===== src/rtl/fifosc_param_if.sv =====
// Producer/consumer bus of the fifosc_param single-clock FIFO.
// The master side issues requests; the slave side (the FIFO) returns data, flags and pulses.
interface fifosc_param_if #(
  parameter int unsigned DATA_WIDTH = 8,
  parameter int unsigned ADDR_WIDTH = 3
);
  logic                  flush;
  logic                  insert;
  logic                  remove;
  logic [DATA_WIDTH-1:0] di;
  logic [DATA_WIDTH-1:0] dout;
  logic                  empty;
  logic                  full;
  logic                  almost_empty;
  logic                  almost_full;
  logic [ADDR_WIDTH:0]   count;
  logic                  overflow;
  logic                  underflow;

  modport master (
    output flush, insert, remove, di,
    input  dout, empty, full, almost_empty, almost_full, count, overflow, underflow
  );

  modport slave (
    input  flush, insert, remove, di,
    output dout, empty, full, almost_empty, almost_full, count, overflow, underflow
  );
endinterface


===== src/rtl/fifosc_param.sv =====
// Parametrised single-clock FIFO with occupancy count, threshold flags and overflow/underflow pulses.
// Define FIFOSC_PARAM_FWFT_EN for first-word-fall-through reads; default is a registered read.
module fifosc_param #(
  parameter int unsigned DATA_WIDTH    = 8,
  parameter int unsigned ADDR_WIDTH    = 3,
  parameter int unsigned AFULL_THRESH  = 6,
  parameter int unsigned AEMPTY_THRESH = 1
) (
  input  logic         clk,
  input  logic         rst_n,
  fifosc_param_if.slave bus
);

  localparam int unsigned DEPTH = 1 << ADDR_WIDTH;
  localparam int unsigned CW    = ADDR_WIDTH + 1;

  logic [DATA_WIDTH-1:0] mem [DEPTH];
  logic [ADDR_WIDTH-1:0] wrptr;
  logic [ADDR_WIDTH-1:0] rdptr;
  logic [CW-1:0]         count_q;
  logic [CW-1:0]         count_nxt;
  logic                  empty_q;
  logic                  full_q;
  logic                  aempty_q;
  logic                  afull_q;
  logic                  ovf_q;
  logic                  udf_q;
  logic                  wr_ok;
  logic                  rd_ok;

  // Acceptance and next occupancy; flush forces the FIFO back to empty.
  always_comb begin
    wr_ok     = bus.insert & ~full_q;
    rd_ok     = bus.remove & ~empty_q;
    count_nxt = count_q;
    if (bus.flush) begin
      count_nxt = '0;
    end else if (wr_ok && !rd_ok) begin
      count_nxt = count_q + CW'(1);
    end else if (rd_ok && !wr_ok) begin
      count_nxt = count_q - CW'(1);
    end
  end

  // Flags are registered decodes of the next count so they always match count.
  always_ff @(posedge clk or negedge rst_n) begin
    if (!rst_n) begin
      wrptr    <= '0;
      rdptr    <= '0;
      count_q  <= '0;
      empty_q  <= 1'b1;
      full_q   <= 1'b0;
      aempty_q <= 1'b1;
      afull_q  <= 1'b0;
      ovf_q    <= 1'b0;
      udf_q    <= 1'b0;
    end else begin
      count_q  <= count_nxt;
      empty_q  <= (count_nxt == '0);
      full_q   <= (count_nxt == CW'(DEPTH));
      aempty_q <= (count_nxt <= CW'(AEMPTY_THRESH));
      afull_q  <= (count_nxt >= CW'(AFULL_THRESH));
      if (bus.flush) begin
        wrptr <= '0;
        rdptr <= '0;
        ovf_q <= 1'b0;
        udf_q <= 1'b0;
      end else begin
        if (wr_ok) wrptr <= wrptr + ADDR_WIDTH'(1);
        if (rd_ok) rdptr <= rdptr + ADDR_WIDTH'(1);
        ovf_q <= bus.insert & full_q;
        udf_q <= bus.remove & empty_q;
      end
    end
  end

  // Storage array, intentionally without reset.
  always_ff @(posedge clk) begin
    if (wr_ok && !bus.flush) mem[wrptr] <= bus.di;
  end

`ifdef FIFOSC_PARAM_FWFT_EN
  assign bus.dout = mem[rdptr];
`else
  logic [DATA_WIDTH-1:0] dout_q;

  always_ff @(posedge clk or negedge rst_n) begin
    if (!rst_n) begin
      dout_q <= '0;
    end else if (bus.flush) begin
      dout_q <= '0;
    end else if (rd_ok) begin
      dout_q <= mem[rdptr];
    end
  end

  assign bus.dout = dout_q;
`endif

  assign bus.count        = count_q;
  assign bus.empty        = empty_q;
  assign bus.full         = full_q;
  assign bus.almost_empty = aempty_q;
  assign bus.almost_full  = afull_q;
  assign bus.overflow     = ovf_q;
  assign bus.underflow    = udf_q;

  // Threshold ordering must hold: AEMPTY < AFULL <= DEPTH.
  thresh_legal: assert property (@(posedge clk) disable iff (!rst_n)
    (AEMPTY_THRESH < AFULL_THRESH) && (AFULL_THRESH <= DEPTH));

endmodule


===== src/flat_wrapper.sv =====
// flat-port wrapper written by rule: the top's interface ports become plain ports
module fifosc_param_flat 
#(
  parameter int unsigned DATA_WIDTH    = 8,
  parameter int unsigned ADDR_WIDTH    = 3,
  parameter int unsigned AFULL_THRESH  = 6,
  parameter int unsigned AEMPTY_THRESH = 1
)
  (clk, rst_n, bus_flush, bus_insert, bus_remove, bus_di, bus_dout, bus_empty, bus_full, bus_almost_empty, bus_almost_full, bus_count, bus_overflow, bus_underflow);
  fifosc_param_if #(.DATA_WIDTH(DATA_WIDTH), .ADDR_WIDTH(ADDR_WIDTH)) bus_i ();
  input  logic clk;
  input  logic rst_n;
  input wire logic [$bits(bus_i.flush)-1:0] bus_flush;
  input wire logic [$bits(bus_i.insert)-1:0] bus_insert;
  input wire logic [$bits(bus_i.remove)-1:0] bus_remove;
  input wire logic [$bits(bus_i.di)-1:0] bus_di;
  output wire logic [$bits(bus_i.dout)-1:0] bus_dout;
  output wire logic [$bits(bus_i.empty)-1:0] bus_empty;
  output wire logic [$bits(bus_i.full)-1:0] bus_full;
  output wire logic [$bits(bus_i.almost_empty)-1:0] bus_almost_empty;
  output wire logic [$bits(bus_i.almost_full)-1:0] bus_almost_full;
  output wire logic [$bits(bus_i.count)-1:0] bus_count;
  output wire logic [$bits(bus_i.overflow)-1:0] bus_overflow;
  output wire logic [$bits(bus_i.underflow)-1:0] bus_underflow;
  assign bus_i.flush = bus_flush;
  assign bus_i.insert = bus_insert;
  assign bus_i.remove = bus_remove;
  assign bus_i.di = bus_di;
  assign bus_dout = bus_i.dout;
  assign bus_empty = bus_i.empty;
  assign bus_full = bus_i.full;
  assign bus_almost_empty = bus_i.almost_empty;
  assign bus_almost_full = bus_i.almost_full;
  assign bus_count = bus_i.count;
  assign bus_overflow = bus_i.overflow;
  assign bus_underflow = bus_i.underflow;
  fifosc_param #(.DATA_WIDTH(DATA_WIDTH), .ADDR_WIDTH(ADDR_WIDTH), .AFULL_THRESH(AFULL_THRESH), .AEMPTY_THRESH(AEMPTY_THRESH)) u_core (.clk(clk), .rst_n(rst_n), .bus(bus_i));
endmodule

===== config.mk =====
export PLATFORM = sky130hd
export DESIGN_NAME = fifosc_param_flat
export DESIGN_NICKNAME = d
export VERILOG_FILES = /design/src/rtl/fifosc_param_if.sv /design/src/rtl/fifosc_param.sv /design/src/flat_wrapper.sv
export SDC_FILE = /design/constraint.sdc
export NUM_CORES = 1
export LEC_CHECK = 0
export CORE_ASPECT_RATIO = 1.2
export CORE_UTILIZATION = 56
export DETAILED_ROUTE_END_ITERATION = 12
export MAX_ROUTING_LAYER = met4
export PLACE_DENSITY = 0.78
export SYNTH_ARGS = -nofsm -noshare
export SYNTH_HDL_FRONTEND = slang
export SYNTH_SLANG_ARGS = --single-unit

===== constraint.sdc =====
create_clock -name clk -period 6.3 [get_ports clk]
set_clock_uncertainty 0.2 [all_clocks]
set_input_delay 0.63 -clock clk [delete_from_list [all_inputs] [get_ports clk]]
set_output_delay 0.63 -clock clk [all_outputs]
set_load 0.02 [all_outputs]

# Yosys cells after proc, flatten, opt, wreduce, memory -nomap -nowiden
# Memories as Yosys holds them, arrays and structs flattened.
# Index checks and enable logic that the tools add are counted.
[word_totals] register_bits=24 latch_bits=0 mem_bits_rw=64 mem_bits_ro=0 in_bits=13 n_memories=1
[memory_table] name="u_core.mem" depth=8 word_bits=8 read_ports=1 rd_ports_with_merged_regs=0 write_ports=1 line="fifosc_param.sv:17" source="logic [DATA_WIDTH-1:0] mem [DEPTH];"
[op_classes] addsub=4 n_mul=0 div=0 magnitude_cmp=2 n_eq_ne=1 shifts=0 muxes=13 bitwise_logic=6 n_reduce_logical=9
[op_table] op="$mux 8" count=2
[op_table] op="$mux 3" count=4
[op_table] op="$mux 4" count=3
[op_table] op="$add 3x1->3 const B" count=2
[op_table] op="$add 4x1->4 const B" count=1
[op_table] op="$and 1x1->1" count=4
[op_table] op="$eq 4x4->1 const B" count=1
[op_table] op="$ge 4x3->1 const B" count=1
[op_table] op="$le 4x1->1 const B" count=1
[op_table] op="$logic_not 4->1" count=1
[op_table] op="$mux 1" count=4
[op_table] op="$reduce_bool 2->1" count=2
[op_table] op="$sub 4x1->4 const B" count=1
[op_table] op="$logic_and 1x1->1" count=3
[op_table] op="$logic_not 1->1" count=3
[op_table] op="$not 1->1" count=2

# Logic depth before layout (Yosys ltp)
[depth] ltp_word=8 ltp_mapped=6

# Least setup slack after synthesis
# No wires, ideal clock.
[synth_path] path_type="input to register" from="in bus_insert" to="mem u_core.mem[0][0], enable pin" setup_time_ns=0.383 arrival_ns=1.727 t_required_ns=5.717 path_slack_ns=3.990 path_stages=3 path_cell_list="nand2b_1 or3_1 nor3_1"
[synth_via] elab_chain_cells=4
[synth_lines] item="start: declaration" line="flat_wrapper.sv:14" source="input wire logic [$bits(bus_i.insert)-1:0] bus_insert;"
[synth_lines] item="$and 1x1->1" line="fifosc_param.sv:33" source="wr_ok = bus.insert & ~full_q;"
[synth_lines] item="$logic_and 1x1->1" line="fifosc_param.sv:79" source="if (wr_ok && !bus.flush) mem[wrptr] <= bus.di;"
[synth_lines] item="$mux 1" line="fifosc_param.sv:79"
[synth_lines] item="$mux 1 (not written as such)" line="fifosc_param.sv:79"
[synth_lines] item="end: declaration" line="fifosc_param.sv:17"
# No other way between the ends.

# Final worst setup path
[layout_path] from="in bus_flush" to="mem u_core.mem[0][5], enable pin"
[layout_via] elab_chain_cells=4
[layout_lines] item="start: declaration" line="flat_wrapper.sv:13" source="input wire logic [$bits(bus_i.flush)-1:0] bus_flush;"
[layout_lines] item="$logic_not 1->1" line="fifosc_param.sv:79"
[layout_lines] item="$logic_and 1x1->1" line="fifosc_param.sv:79"
[layout_lines] item="$mux 1" line="fifosc_param.sv:79"
[layout_lines] item="$mux 1 (not written as such)" line="fifosc_param.sv:79"
# No other way between the ends.

==> results.md <==
| Quantity | This run |
|---|---|
| Via-per-instance ratio | 5.483 |
| Uppermost routed layer | met4 |
| Leakage Power | 1.411 nW |
| Final weighted congestion of routability-driven global placement | 0.7969 |
| Time the worst path needs with I/O delays and setup | 3.255 ns |
| Transition time of the tightest slew-check pin | 1.229 ns |
| Core area | 6090 um2 |
| Number of gates resized after CTS | 0 |
| Crit. End Element | flip-flop |
| Worst relative slew slack | 17.42% |
| Result of the run | finished, final reports clean |
| First drt pass iteration count | 4 |
| Count of synthesis-stage warnings from yosys | 0 |
| Met1 wire length | 2.546 mm |
| Post-route setup TNS | 0 ns |
| # DRC | 0 |
| Critical Path RT | 6.07 ns |
| Number of buffer cells added on primary ports | 30 |
| Power Dens Cells | 346.1 nW/um2 |
| Synthesized net count | 224 |
| Placed inst area | 3920 um2 |
| RSZ-0062 raised after global routing | false |
| Via count | 1782 |
| Fraction of final layout cells sized beyond drive strength 1 | 18.11% |
| Total Power | 1.435 mW |
| Synth Instances | 207 |
| Number of buffers added to fix hold violations after cts | 0 |
| R2R setup slack | 3.75 ns |
| Total of flip-flops plus latches after synthesis | 88 |
| Total Routed Length | 5.887 mm |
| Count of final hold-check violations | 0 |
| Length of routed met3 wiring | 205 um |
| Global-route congestion overflow total | 0 |
| Fill cell total of the finished layout | 425 |
| Slew Viols, Final | 0 |
| Worst setup path class | input pin to flip-flop |
| Largest incremental delay on the critical path | 0.88 ns |
| Worst skew pair latency | 0.34 ns |
| Number of maximum-capacitance constraint violations | 0 |
| Overall routing resource usage | 20.68% |
| Height of the chip | 89.66 um |
| Starting utilization of the core area | 58.89% |
| Combined flip-flop and latch cell area | 2525 um2 |
| Register clock-pin slew on the reported worst setup and hold paths | 0.08 ns |
| Overall die area | 6729 um2 |
| Wire length on met2 | 3.086 mm |
| Most common library cell in the layout ignoring fill and taps | sky130_fd_sc_hd__edfxtp_1 |
| Average routed wire per standard cell | 18.11 um |
| Buffer cell driving the clock tree root | sky130_fd_sc_hd__clkbuf_8 |
| TritonCTS Buffers | 9 |
| Area of combinational cells with multiple inputs | 984.7 um2 |
| Yosys cell types | 35 |
| Max Fanout on Critical Path | 24 |
| Via count of the first global-routing pass | 1726 |
| Commonest non-fill, non-tap cells in the layout | sky130_fd_sc_hd__edfxtp_1 (64), sky130_fd_sc_hd__clkdlybuf4s50_1 (30), sky130_fd_sc_hd__nor2_1 (26), sky130_fd_sc_hd__dfrtp_1 (22), sky130_fd_sc_hd__mux4_2 (16) |
| Highest achievable clock rate | 307.2 MHz |
| DPL Wire Length | 4.025 mm |
| Largest voltage drop on the vdd net | 0.0002011 V |
| Post-route ant nets | 0 |
| Share of synthesized area occupied by flip-flops and latches | 70.41% |
| Per-instance average area after synthesis | 17.32 um2 |
| Crit path cell chain | clkdlybuf4s50_1 -> or3_1 -> nor3_1 |
| Post CTS Setup Buffer Count | 0 |
| Nets | 255 |
| Synth-to-layout area growth | 15.63% |
| Die outline width | 75.05 um |
| Design area | 4146 um2 |
| Initial antenna violation count | 0 |
| Total standard cell area after synthesis | 3586 um2 |
| Worst-case setup margin in the final layout | 3.045 ns |
| Standard-cell row count | 31 |
| Number of buffers and inverters on the critical path | 1 |
| Depth of the CTS H-tree | 3 |
| TritonCTS clock tree | built |
| Number of sinks driven by the clock tree | 88 |
| Category of cells accounting for the largest share of critical-path delay | simple AND/OR/NAND/NOR gates |
| Setup violators final | 0 |
| Largest net degree at the start of global routing | 25 |
| Period utilisation layout | 51.67% |
| Max Buffers Root-to-Sink | 2 |
| Type of the most critical hold path | flip-flop to flip-flop |
| Slowest stage cell on the critical path | sky130_fd_sc_hd__clkdlybuf4s50_1 |
| Worst slack at placement | 2.629 ns |
| Critical Path Source Type | input pin |
| Endpoint arrival time on the critical path | 3.02 ns |
| Diodes inserted | 0 |
| Initial DRC count | 99 |
| Wire length of the first global-routing pass | 9.232 mm |
| Ports | 31 |
## final timing paths
path	from	end	depth (start not counted)
max reg2reg	u_core.bus.full$_DFF_PN0_	u_core.mem[0][5]$_DFFE_PP_	3
min	u_core.bus.empty$_DFF_PN1_	u_core.bus.underflow$_DFF_PN0_	2
max	bus_flush	u_core.mem[0][5]$_DFFE_PP_	3
min reg2reg	u_core.bus.empty$_DFF_PN1_	u_core.bus.underflow$_DFF_PN0_	2
max in group asynchronous	rst_n	u_core.bus.dout[7]$_DFFE_PN0P_	1
min in group asynchronous	rst_n	u_core.bus.overflow$_DFF_PN0_	1
## state kept, by name (all words and copies together), names as in the netlist
register                 count
u_core.bus.almost_full       1
u_core.rdptr                 3
u_core.bus.underflow         1
u_core.mem                  64
u_core.wrptr                 3
u_core.bus.full              1
u_core.bus.empty             1
u_core.bus.overflow          1
u_core.bus.count             4
u_core.bus.dout              8
u_core.bus.almost_empty      1
## worst register-to-register path, delay by kind of cell, from the launching register on
| kind | cells | cell delay (ns) |
|---|---|---|
| and+or+nand+nor | 3 | 1.55 |
| DFF | 1 | 0.43 |
## synth_stat cells, drive strengths merged
master | n | share of area (%)
mux4 | 16 | 10
mux2i | 8 | 2.2
edfxtp | 64 | 54
and2b | 1 | 0.24
a221oi | 2 | 0.49
nand2 | 10 | 1.0
buf | 8 | 1.7
ha | 4 | 1.4
dfstp | 2 | 1.5
nand3 | 1 | 0.14
o21ai | 1 | 0.14
nor3 | 7 | 1.3
inv | 2 | 0.21
nor2 | 27 | 2.9
mux2 | 2 | 0.73
a211oi | 8 | 1.7
or3 | 1 | 0.17
dfrtp | 22 | 15
a21o | 1 | 0.24
xor2 | 2 | 0.49
nand2b | 4 | 0.70
nor3b | 2 | 0.87
nor4b | 1 | 0.66
clkbuf | 2 | 0.21
xnor2 | 4 | 0.98
a22oi | 1 | 0.21
a21oi | 2 | 0.28
nor2b | 2 | 0.56
## kinds of logic (layout without fill, tap and decap cells)
family	Yosys count	after routing	share of synthesized area, %
multiplexers	26	26	13.01
AND/OR/NAND/NOR	56	56	8.548
buffers and inverters	12	48	2.129
AO/OA/AOI/OAI	15	15	3.036
XOR/XNOR	6	6	1.465
adder cells (fa/ha/maj)	4	4	1.396
flip-flops	88	88	70.41
## per-stage QoR
stage / hold WS, ns / cells / util (%)
3_3_place_gp: 0.2856 / 309 / 64.37
2_1_floorplan: 0.1344 / 207 / -
5_1_grt: 0.3373 / 325 / 68.09
6_report: 0.2998 / 325 / 68.09
3_5_place_dp: 0.2907 / 309 / 64.37
4_1_cts: 0.3010 / 325 / 68.09
## routing by layer
layer	vias up	global-route usage [%]
met4	0	6.518
met1	891	26.71
met3	6	5.022
met5	-	-
li1	848	-
met2	37	32.60
## where the power goes
part           internal, mW  total [mW]  switching, mW  leakage [nW]
clock                 0.231       0.421          0.190         0.111
sequential            0.667       0.717         0.0497         0.897
combinational         0.154       0.297          0.144         0.403
total                  1.05        1.43          0.383          1.41
## final cells by class
class | count | share of cell area (%)
clock inverter | 3 | 1.116
clock buffer | 13 | 4.345
sequential | 88 | 60.89
timing repair buffer | 30 | 7.242
inverter | 2 | 0.1810
tap | 82 | 2.474
multi-input combinational | 107 | 23.75
No activity file was read; power rests on OpenSTA's default activity.
